**src/rtl/lsd_pkg.sv**
```systemverilog
// Shared LSD types: ceil-log2 helper, readout FSM states and the segment record.
// Reused by the buffer, the segment reader and the overlay stages.
package lsd_pkg;

    localparam int LSD_COORD_W = 16;

    typedef logic [LSD_COORD_W-1:0] lsd_coord_t;

    typedef enum logic [1:0] {
        IDLE  = 2'd0,
        FETCH = 2'd1,
        SEND  = 2'd2,
        DONE  = 2'd3
    } lsd_state_t;

    typedef struct packed {
        lsd_coord_t start_v;
        lsd_coord_t start_h;
        lsd_coord_t end_v;
        lsd_coord_t end_h;
    } lsd_seg_t;

    // Ceiling log2; evaluated at elaboration to size coordinate and address fields.
    function automatic int log2(input int value);
        int r;
        r = 0;
        for (int i = 0; i < 31; i++) begin
            if ((1 << i) < value) r = i + 1;
        end
        return r;
    endfunction

endpackage

```
**src/rtl/lsd_seg_len_filter.sv**
```systemverilog
// Manhattan length of one segment compared against MIN_LEN.
// keep=1 means the segment is long enough to be emitted.
module lsd_seg_len_filter
    import lsd_pkg::*;
#(
    parameter int V_BITW  = 9,
    parameter int H_BITW  = 10,
    parameter int MIN_LEN = 8
) (
    input  logic [V_BITW-1:0] start_v,
    input  logic [H_BITW-1:0] start_h,
    input  logic [V_BITW-1:0] end_v,
    input  logic [H_BITW-1:0] end_h,
    output logic              keep
);

    localparam int D_W = ((V_BITW > H_BITW) ? V_BITW : H_BITW) + 1;

    logic [D_W-1:0] sv_x, sh_x, ev_x, eh_x;
    logic [D_W-1:0] dv, dh;
    logic [D_W:0]   len;

    always_comb begin
        sv_x = D_W'(start_v);
        sh_x = D_W'(start_h);
        ev_x = D_W'(end_v);
        eh_x = D_W'(end_h);
        dv   = (ev_x >= sv_x) ? (ev_x - sv_x) : (sv_x - ev_x);
        dh   = (eh_x >= sh_x) ? (eh_x - sh_x) : (sh_x - eh_x);
        len  = {1'b0, dv} + {1'b0, dh};
        keep = (len >= (D_W + 1)'(MIN_LEN));
    end

endmodule

```
**src/rtl/lsd_segment_reader.sv**
```systemverilog
// Reads one completed frame of line segments out of the LSD buffer onto a valid/ready stream.
// Optional length filter compiled in with LSD_READER_LEN_FILTER_EN.
module lsd_segment_reader
    import lsd_pkg::*;
#(
    parameter int FRAME_HEIGHT = 480,
    parameter int FRAME_WIDTH  = 640,
    parameter int RAM_SIZE     = 4096,
    parameter int MIN_LEN      = 8,
    localparam int V_BITW      = log2(FRAME_HEIGHT),
    localparam int H_BITW      = log2(FRAME_WIDTH),
    localparam int ADDR_BITW   = log2(RAM_SIZE),
    localparam int WORD_SIZE   = 2 * (H_BITW + V_BITW)
) (
    input  logic                 clock,
    input  logic                 rst,
    input  logic                 in_ready,
    input  logic [ADDR_BITW:0]   in_line_num,
    input  logic [WORD_SIZE-1:0] in_data,
    output logic [ADDR_BITW-1:0] out_rd_addr,
    output logic                 m_valid,
    input  logic                 m_ready,
    output logic [V_BITW-1:0]    m_start_v,
    output logic [H_BITW-1:0]    m_start_h,
    output logic [V_BITW-1:0]    m_end_v,
    output logic [H_BITW-1:0]    m_end_h,
    output logic                 out_busy,
    output logic                 out_done,
    output logic [ADDR_BITW:0]   out_count,
    output logic                 out_overrun
);

    lsd_state_t state_q, state_d;

    logic                 rd_ready_q;
    logic [ADDR_BITW:0]   num_q, num_d;
    logic [ADDR_BITW-1:0] addr_q, addr_d;
    logic                 m_valid_q, m_valid_d;
    logic [V_BITW-1:0]    start_v_q, start_v_d, end_v_q, end_v_d;
    logic [H_BITW-1:0]    start_h_q, start_h_d, end_h_q, end_h_d;
    logic [ADDR_BITW:0]   count_q, count_d;
    logic                 overrun_q, overrun_d;
    logic                 done_q, done_d;

    logic [V_BITW-1:0] rd_start_v, rd_end_v;
    logic [H_BITW-1:0] rd_start_h, rd_end_h;
    logic              start;
    logic              last;
    logic              keep;

    assign rd_end_h   = in_data[H_BITW-1:0];
    assign rd_end_v   = in_data[H_BITW+V_BITW-1:H_BITW];
    assign rd_start_h = in_data[2*H_BITW+V_BITW-1:H_BITW+V_BITW];
    assign rd_start_v = in_data[WORD_SIZE-1:2*H_BITW+V_BITW];

    // Rising edge of the frame-ready flag with a non-empty frame.
    assign start = in_ready && !rd_ready_q && (in_line_num != '0);
    assign last  = ({1'b0, addr_q} == (num_q - 1'b1));

`ifdef LSD_READER_LEN_FILTER_EN
    lsd_seg_len_filter #(
        .V_BITW  (V_BITW),
        .H_BITW  (H_BITW),
        .MIN_LEN (MIN_LEN)
    ) u_len_filter (
        .start_v (rd_start_v),
        .start_h (rd_start_h),
        .end_v   (rd_end_v),
        .end_h   (rd_end_h),
        .keep    (keep)
    );
`else
    assign keep = 1'b1;
`endif

    always_ff @(posedge clock) begin
        if (rst) begin
            state_q <= IDLE;
        end else begin
            state_q <= state_d;
        end
    end

    always_comb begin
        state_d = state_q;
        case (state_q)
            IDLE: begin
                if (start) state_d = FETCH;
            end
            FETCH: begin
                if (!in_ready)  state_d = DONE;
                else if (keep)  state_d = SEND;
                else if (last)  state_d = DONE;
            end
            SEND: begin
                // A pending beat is never withdrawn; an overrun only ends the frame after it is taken.
                if (m_ready) begin
                    state_d = (last || overrun_q || !in_ready) ? DONE : FETCH;
                end
            end
            DONE: begin
                state_d = IDLE;
            end
            default: state_d = IDLE;
        endcase
    end

    always_comb begin
        num_d     = num_q;
        addr_d    = addr_q;
        m_valid_d = m_valid_q;
        start_v_d = start_v_q;
        start_h_d = start_h_q;
        end_v_d   = end_v_q;
        end_h_d   = end_h_q;
        count_d   = count_q;
        overrun_d = overrun_q;
        done_d    = (state_q == DONE);
        case (state_q)
            IDLE: begin
                if (start) begin
                    num_d     = in_line_num;
                    addr_d    = '0;
                    count_d   = '0;
                    overrun_d = 1'b0;
                end
            end
            FETCH: begin
                if (!in_ready) begin
                    overrun_d = 1'b1;
                end else if (keep) begin
                    start_v_d = rd_start_v;
                    start_h_d = rd_start_h;
                    end_v_d   = rd_end_v;
                    end_h_d   = rd_end_h;
                    m_valid_d = 1'b1;
                end else if (!last) begin
                    addr_d = addr_q + 1'b1;
                end
            end
            SEND: begin
                if (!in_ready) overrun_d = 1'b1;
                if (m_ready) begin
                    m_valid_d = 1'b0;
                    count_d   = count_q + 1'b1;
                    if (!last) addr_d = addr_q + 1'b1;
                end
            end
            default: ;
        endcase
    end

    always_ff @(posedge clock) begin
        if (rst) begin
            rd_ready_q <= 1'b0;
            num_q      <= '0;
            addr_q     <= '0;
            m_valid_q  <= 1'b0;
            start_v_q  <= '0;
            start_h_q  <= '0;
            end_v_q    <= '0;
            end_h_q    <= '0;
            count_q    <= '0;
            overrun_q  <= 1'b0;
            done_q     <= 1'b0;
        end else begin
            rd_ready_q <= in_ready;
            num_q      <= num_d;
            addr_q     <= addr_d;
            m_valid_q  <= m_valid_d;
            start_v_q  <= start_v_d;
            start_h_q  <= start_h_d;
            end_v_q    <= end_v_d;
            end_h_q    <= end_h_d;
            count_q    <= count_d;
            overrun_q  <= overrun_d;
            done_q     <= done_d;
        end
    end

    assign out_rd_addr = addr_q;
    assign m_valid     = m_valid_q;
    assign m_start_v   = start_v_q;
    assign m_start_h   = start_h_q;
    assign m_end_v     = end_v_q;
    assign m_end_h     = end_h_q;
    assign out_busy    = (state_q != IDLE);
    assign out_done    = done_q;
    assign out_count   = count_q;
    assign out_overrun = overrun_q;

endmodule

```
**config.mk**
```make
export PLATFORM = sky130hd
export DESIGN_NAME = lsd_segment_reader
export DESIGN_NICKNAME = d
export VERILOG_FILES = /design/src/rtl/lsd_pkg.sv /design/src/rtl/lsd_seg_len_filter.sv /design/src/rtl/lsd_segment_reader.sv
export SDC_FILE = /design/constraint.sdc
export NUM_CORES = 1
export LEC_CHECK = 0
export ABC_AREA = 0
export BUFFER_PORTS_ARGS = -buffer_cell sky130_fd_sc_hd__buf_2
export CORE_MARGIN = 8
export CORE_UTILIZATION = 30
export CTS_BUF_LIST = sky130_fd_sc_hd__clkbuf_4 sky130_fd_sc_hd__clkbuf_8
export DETAILED_ROUTE_END_ITERATION = 16
export GPL_TIMING_DRIVEN = 0
export HOLD_SLACK_MARGIN = 0.03
export SLEW_MARGIN = 10
export SYNTH_ARGS = -nofsm -noshare
export SYNTH_HDL_FRONTEND = slang
export SYNTH_SLANG_ARGS = --single-unit
```
**constraint.sdc**
```tcl
create_clock -name clock -period 3.1 [get_ports clock]
set_input_delay 0.465 -clock clock [delete_from_list [all_inputs] [get_ports clock]]
set_output_delay 0.465 -clock clock [all_outputs]
set_load 0.01 [all_outputs]
```
# Yosys cells after proc, flatten, opt, wreduce, memory -nomap -nowiden
# Cells that the tools add are included.
dict set report totals {
  elab_cells 62
  out_inout_bits 67
  ff_bits 82
}
dict set report classes {
  reduce_logical 20
  addsub 3
  n_mux 18
  eq_ne 9
}
# op n
set op_table {}
lappend op_table {{$mux 12} 3}
lappend op_table {{$mux 13} 2}
lappend op_table {{$pmux 13 s2} 1}
lappend op_table {{$pmux 12 s2} 1}
lappend op_table {{$add 13x1->13 const B} 1}
lappend op_table {{$eq 12x13->1} 1}
lappend op_table {{$reduce_bool 13->1} 1}
lappend op_table {{$sub 13x1->13 const B} 1}
lappend op_table {{$add 12x1->12 const B} 1}
lappend op_table {{$ne 2x2->1 const B} 5}
lappend op_table {{$reduce_and 3->1} 3}
lappend op_table {{$pmux 2 s4} 1}
lappend op_table {{$reduce_bool 2->1} 4}
lappend op_table {{$mux 2} 3}
lappend op_table {{$reduce_and 2->1} 3}
lappend op_table {{$mux 1} 5}
lappend op_table {{$eq 2x2->1 const B} 2}
lappend op_table {{$pmux 1 s2} 2}
lappend op_table {{$reduce_and 4->1} 1}
lappend op_table {{$eq 2x1->1 const B} 1}
lappend op_table {{$logic_and 1x1->1} 2}
lappend op_table {{$logic_not 1->1} 2}
lappend op_table {{$logic_not 2->1} 1}
lappend op_table {{$logic_or 1x1->1} 2}
lappend op_table {{$reduce_or 2->1} 1}

# Longest topological paths before layout
dict set report depth {
  word_depth 7
  ltp_mapped 11
}

# Worst setup path after synthesis
# No wires, ideal clock.
dict set report synth_timing {
  path_kind {register -> register}
  startpoint {register num_q[0]}
  endpoint {register addr_q[2] (netlist: out_rd_addr[2])}
  path_buffers 0
  required_ps 2985
  slack_ps 512
  synth_period_minus_slack_ps 2588
  stages_incl_launch_ff 10
  t_arrival_ps 2473
  cell_sequence {dfxtp_1 inv_1 ha_1 or4b_4 nor4b_2 xor2_1 or4_4 o21a_1 and3_1 o21a_1}
}
dict set report synth_via {
  elab_chain_len 4
}
# element line
set synth_rtl {}
lappend synth_rtl {{start, declared} lsd_segment_reader.sv:36} ;# logic [ADDR_BITW:0] num_q, num_d;
lappend synth_rtl {{start signal, assigned} lsd_segment_reader.sv:168} ;# num_q <= num_d;
lappend synth_rtl {{$sub 13x1->13} lsd_segment_reader.sv:58} ;# assign last = ({1'b0, addr_q} == (num_q - 1'b1));
lappend synth_rtl {{$eq 12x13->1} lsd_segment_reader.sv:58}
lappend synth_rtl {{$ne 2x2->1 (no source line)} -}
lappend synth_rtl {{$reduce_and 4->1 (no source line)} -}
lappend synth_rtl {{end signal, assigned} lsd_segment_reader.sv:169} ;# addr_q <= addr_d;
lappend synth_rtl {{end, declared} lsd_segment_reader.sv:37} ;# logic [ADDR_BITW-1:0] addr_q, addr_d;
# No other way between the ends.
# A chain may end at the register's enable or synchronous reset.

# Worst setup path after layout
dict set report layout_timing {
  startpoint {register num_q[0]}
  endpoint {register addr_q[3] (netlist: out_rd_addr[3])}
}
# Same word-level chain as after synthesis.

==> summary.txt <==
Critical path type = flop to flop
Synth Warn # = 0
Ys flop type = dfxtp_1
Clk root buf = clkbuf_8
DRT Pass-1 Iters = 4
Fmax = 0.3487 GHz
Initial antenna violation count = 2
Post-route ant nets = 0
Routed len/inst = 14.04 microns
CTS tree = done
Detailed Route Iter0 Violations = 132
Worst-path clk slew = 90 ps
Run status = completed
FILL cells = 1348
Synth cell types = 48
Drt total wl = 10690 microns
Total congestion overflow = 0
Final core occ = 0.3833
Core Region = 12410 sq um
Die width = 128.0 microns
Number of synthesized register bits = 82
Multi-input gate area = 1974 sq um
FFs w/ async S/R, synth = 0
Worst-margin pin slew = 680.7 ps
Power Density = 646.8 nW/um^2
Pins Over Slew Limit = 0
Clock Latency Late Sink = 360 ps
# DRC = 0
Leak pwr = 2.028 nW
Setup TNS = 0 ps
Peak supply drop = 0.2339 mV
Top cells by area, synth = dfxtp_1, nand2_1, a21oi_1
Synth top area share = 0.4359
Adder-Cell Fraction of Synth Area = 0.02658
Synth Area in Simple Gates = 0.2635
Clk sinks = 82
Post-Synth XOR/XNOR Area = 0.06478
First-pass GRT wire length = 17470 microns
Post-synth EDFFs = 0
Vias in the first global route = 3632
Dominant cell type by area after synthesis = dfxtp_1
Critical Path AT = 3160 ps
Ant diodes = 0
Synthesized area = 3766 sq um
Rel. slew slack = 0.5462
Vert. Die Dim = 128.0 microns
Core Rows = 41
Worst EP required = 3390 ps
Max FO, Critical Path = 10
Post-layout min period = 2868 ps
Layout cells sized above 1 = 0.2767
Vias per cell = 4.694
Port bufs = 120
Startpoint types = flop
Clock skew = 7.570 ps
Post-synthesis to final-layout area growth = 26.35%
Placed Cells = 745
Final period util = 0.9251
H-tree levels = 3
Largest net degree at the start of global routing = 16
DR vias = 3572
Synth Area in Compound Gates = 0.1349
Gates resized, CTS repair = 0
Count leader, synth = nand2_1
Post-synthesis mux area share = 0.03455
Placement Setup Slack = 251.0 ps
Final Setup Violations = 0
Net Count, Synth = 516
Largest family of logic cells by synthesized area = simple AND/OR/NAND/NOR gates
Syn_area_per_cell = 8.314 sq um
All-Layer GR Usage = 0.1330
Clk buf depth = 2
Initial core utilization = 0.3034
Die ar. = 16400 sq um
Fin nets = 647
Seq/Total Area, Yosys = 0.4359
Final Hold Fails = 0
# IOs = 122
CTS Hold Bufs = 0
Storage cell area = 1642 sq um
RSZ-0062 raised after global routing = false
Commonest cells in the netlist = nand2_1, dfxtp_1, a21oi_1
Hpwl dp = 8221 microns
Synth Instances = 453
Post-Layout Cell Count = 761
CTS Buf Count = 9
Gpl congestion = 0.8054
Setup Buffers After CTS = 0
CP endpoint kind = flop
HP Class = input pin to flop
Setup ws final = 232.1 ps
Max-cap violations = 0
[flip-flops by register name, summed over array words and instances (netlist names)]
name         count
m_start_h       10
m_end_h         10
state_q          2
m_start_v        9
rd_ready_q       1
m_end_v          9
out_rd_addr     12
out_done         1
out_overrun      1
num_q           13
m_valid          1
out_count       13
[area by class of cell]
class | instances | share of cell area
plain buffers | 23 | 0.02367
clock buffers | 9 | 0.02603
well taps | 172 | 0.04523
multi-input cells | 338 | 0.4149
inverters | 10 | 0.007889
flip-flops and latches | 82 | 0.3450
clock inverters | 7 | 0.01104
repair buffers | 120 | 0.1262
[cells by family (layout without fill, tap and decap cells)]
group | Yosys count | after routing
compound gates | 85 | 85
xor+xnor | 27 | 27
fa+ha+maj | 8 | 8
buf+inv | 33 | 169
flops | 82 | 82
mux | 13 | 13
simple gates | 205 | 205
[per-stage QoR]
step	instance area [sq um]	hold slack [ps]	power, mW
after detailed placement	4582	443.5	2.385
after floorplan	3766	480.5	2.056
after global routing	4758	300.9	3.305
final	4758	327.0	3.078
after CTS	4758	293.5	3.132
after global placement	4582	439.4	2.355
[worst paths after layout]
kind	startpoint	end	slack, ps	cells past startpoint
max	num_q[0]	out_rd_addr[3]	230	11
min	in_data[21]	m_start_h[2]	330	3
min reg2reg	m_end_h[3]	m_end_h[3]	450	2
max reg2reg	num_q[0]	out_rd_addr[3]	230	11
[routing by layer]
metal | track usage | routed length (microns)
met1 | 0.1500 | 4692
met2 | 0.2147 | 4924
met3 | 0.05033 | 791
met4 | 0.06923 | 260
met5 | 0 | 16
[worst max-delay path: stages, from the launching register on]
cell and delay [ps]:
dfxtp_1 370, inv_1 80, ha_1 240, or4b_4 530, nor4b_2 270, xor2_1 110, or4_4 520, o21ai_2 170
buf_6 160, buf_8 130, o21ai_1 90, a21oi_2 130
[power by group]
part / switching, mW / leakage, nW / internal, mW
combinational: 0.641 / 1.27 / 0.446
sequential: 0.0979 / 0.666 / 1.17
clock: 0.423 / 0.0904 / 0.298
[cells in the final DEF, fill, tap and decap left out, types with 3 or more instances in the layout]
master    synthesis  final
buf_2             0    120
nand2_1          87     87
dfxtp_1          82     82
a21oi_1          49     49
nor2_1           37     37
clkbuf_1         20     20
xnor2_1          18     18
nand3_1          14     14
mux2i_1          13     13
nor3_1           12     12
inv_1            10     10
nand4_1           9      9
clkbuf_8          0      9
xor2_1            8      8
a21oi_2           8      8
ha_1              8      8
nor4_1            7      7
o21ai_1           7      7
or3_1             7      7
and3_1            6      6
o21ai_0           5      5
or2_2             4      4
or4_1             4      4
o21a_1            4      4
nand3b_1          3      3
inv_6             0      3
Power figures use the tool's default switching activity.
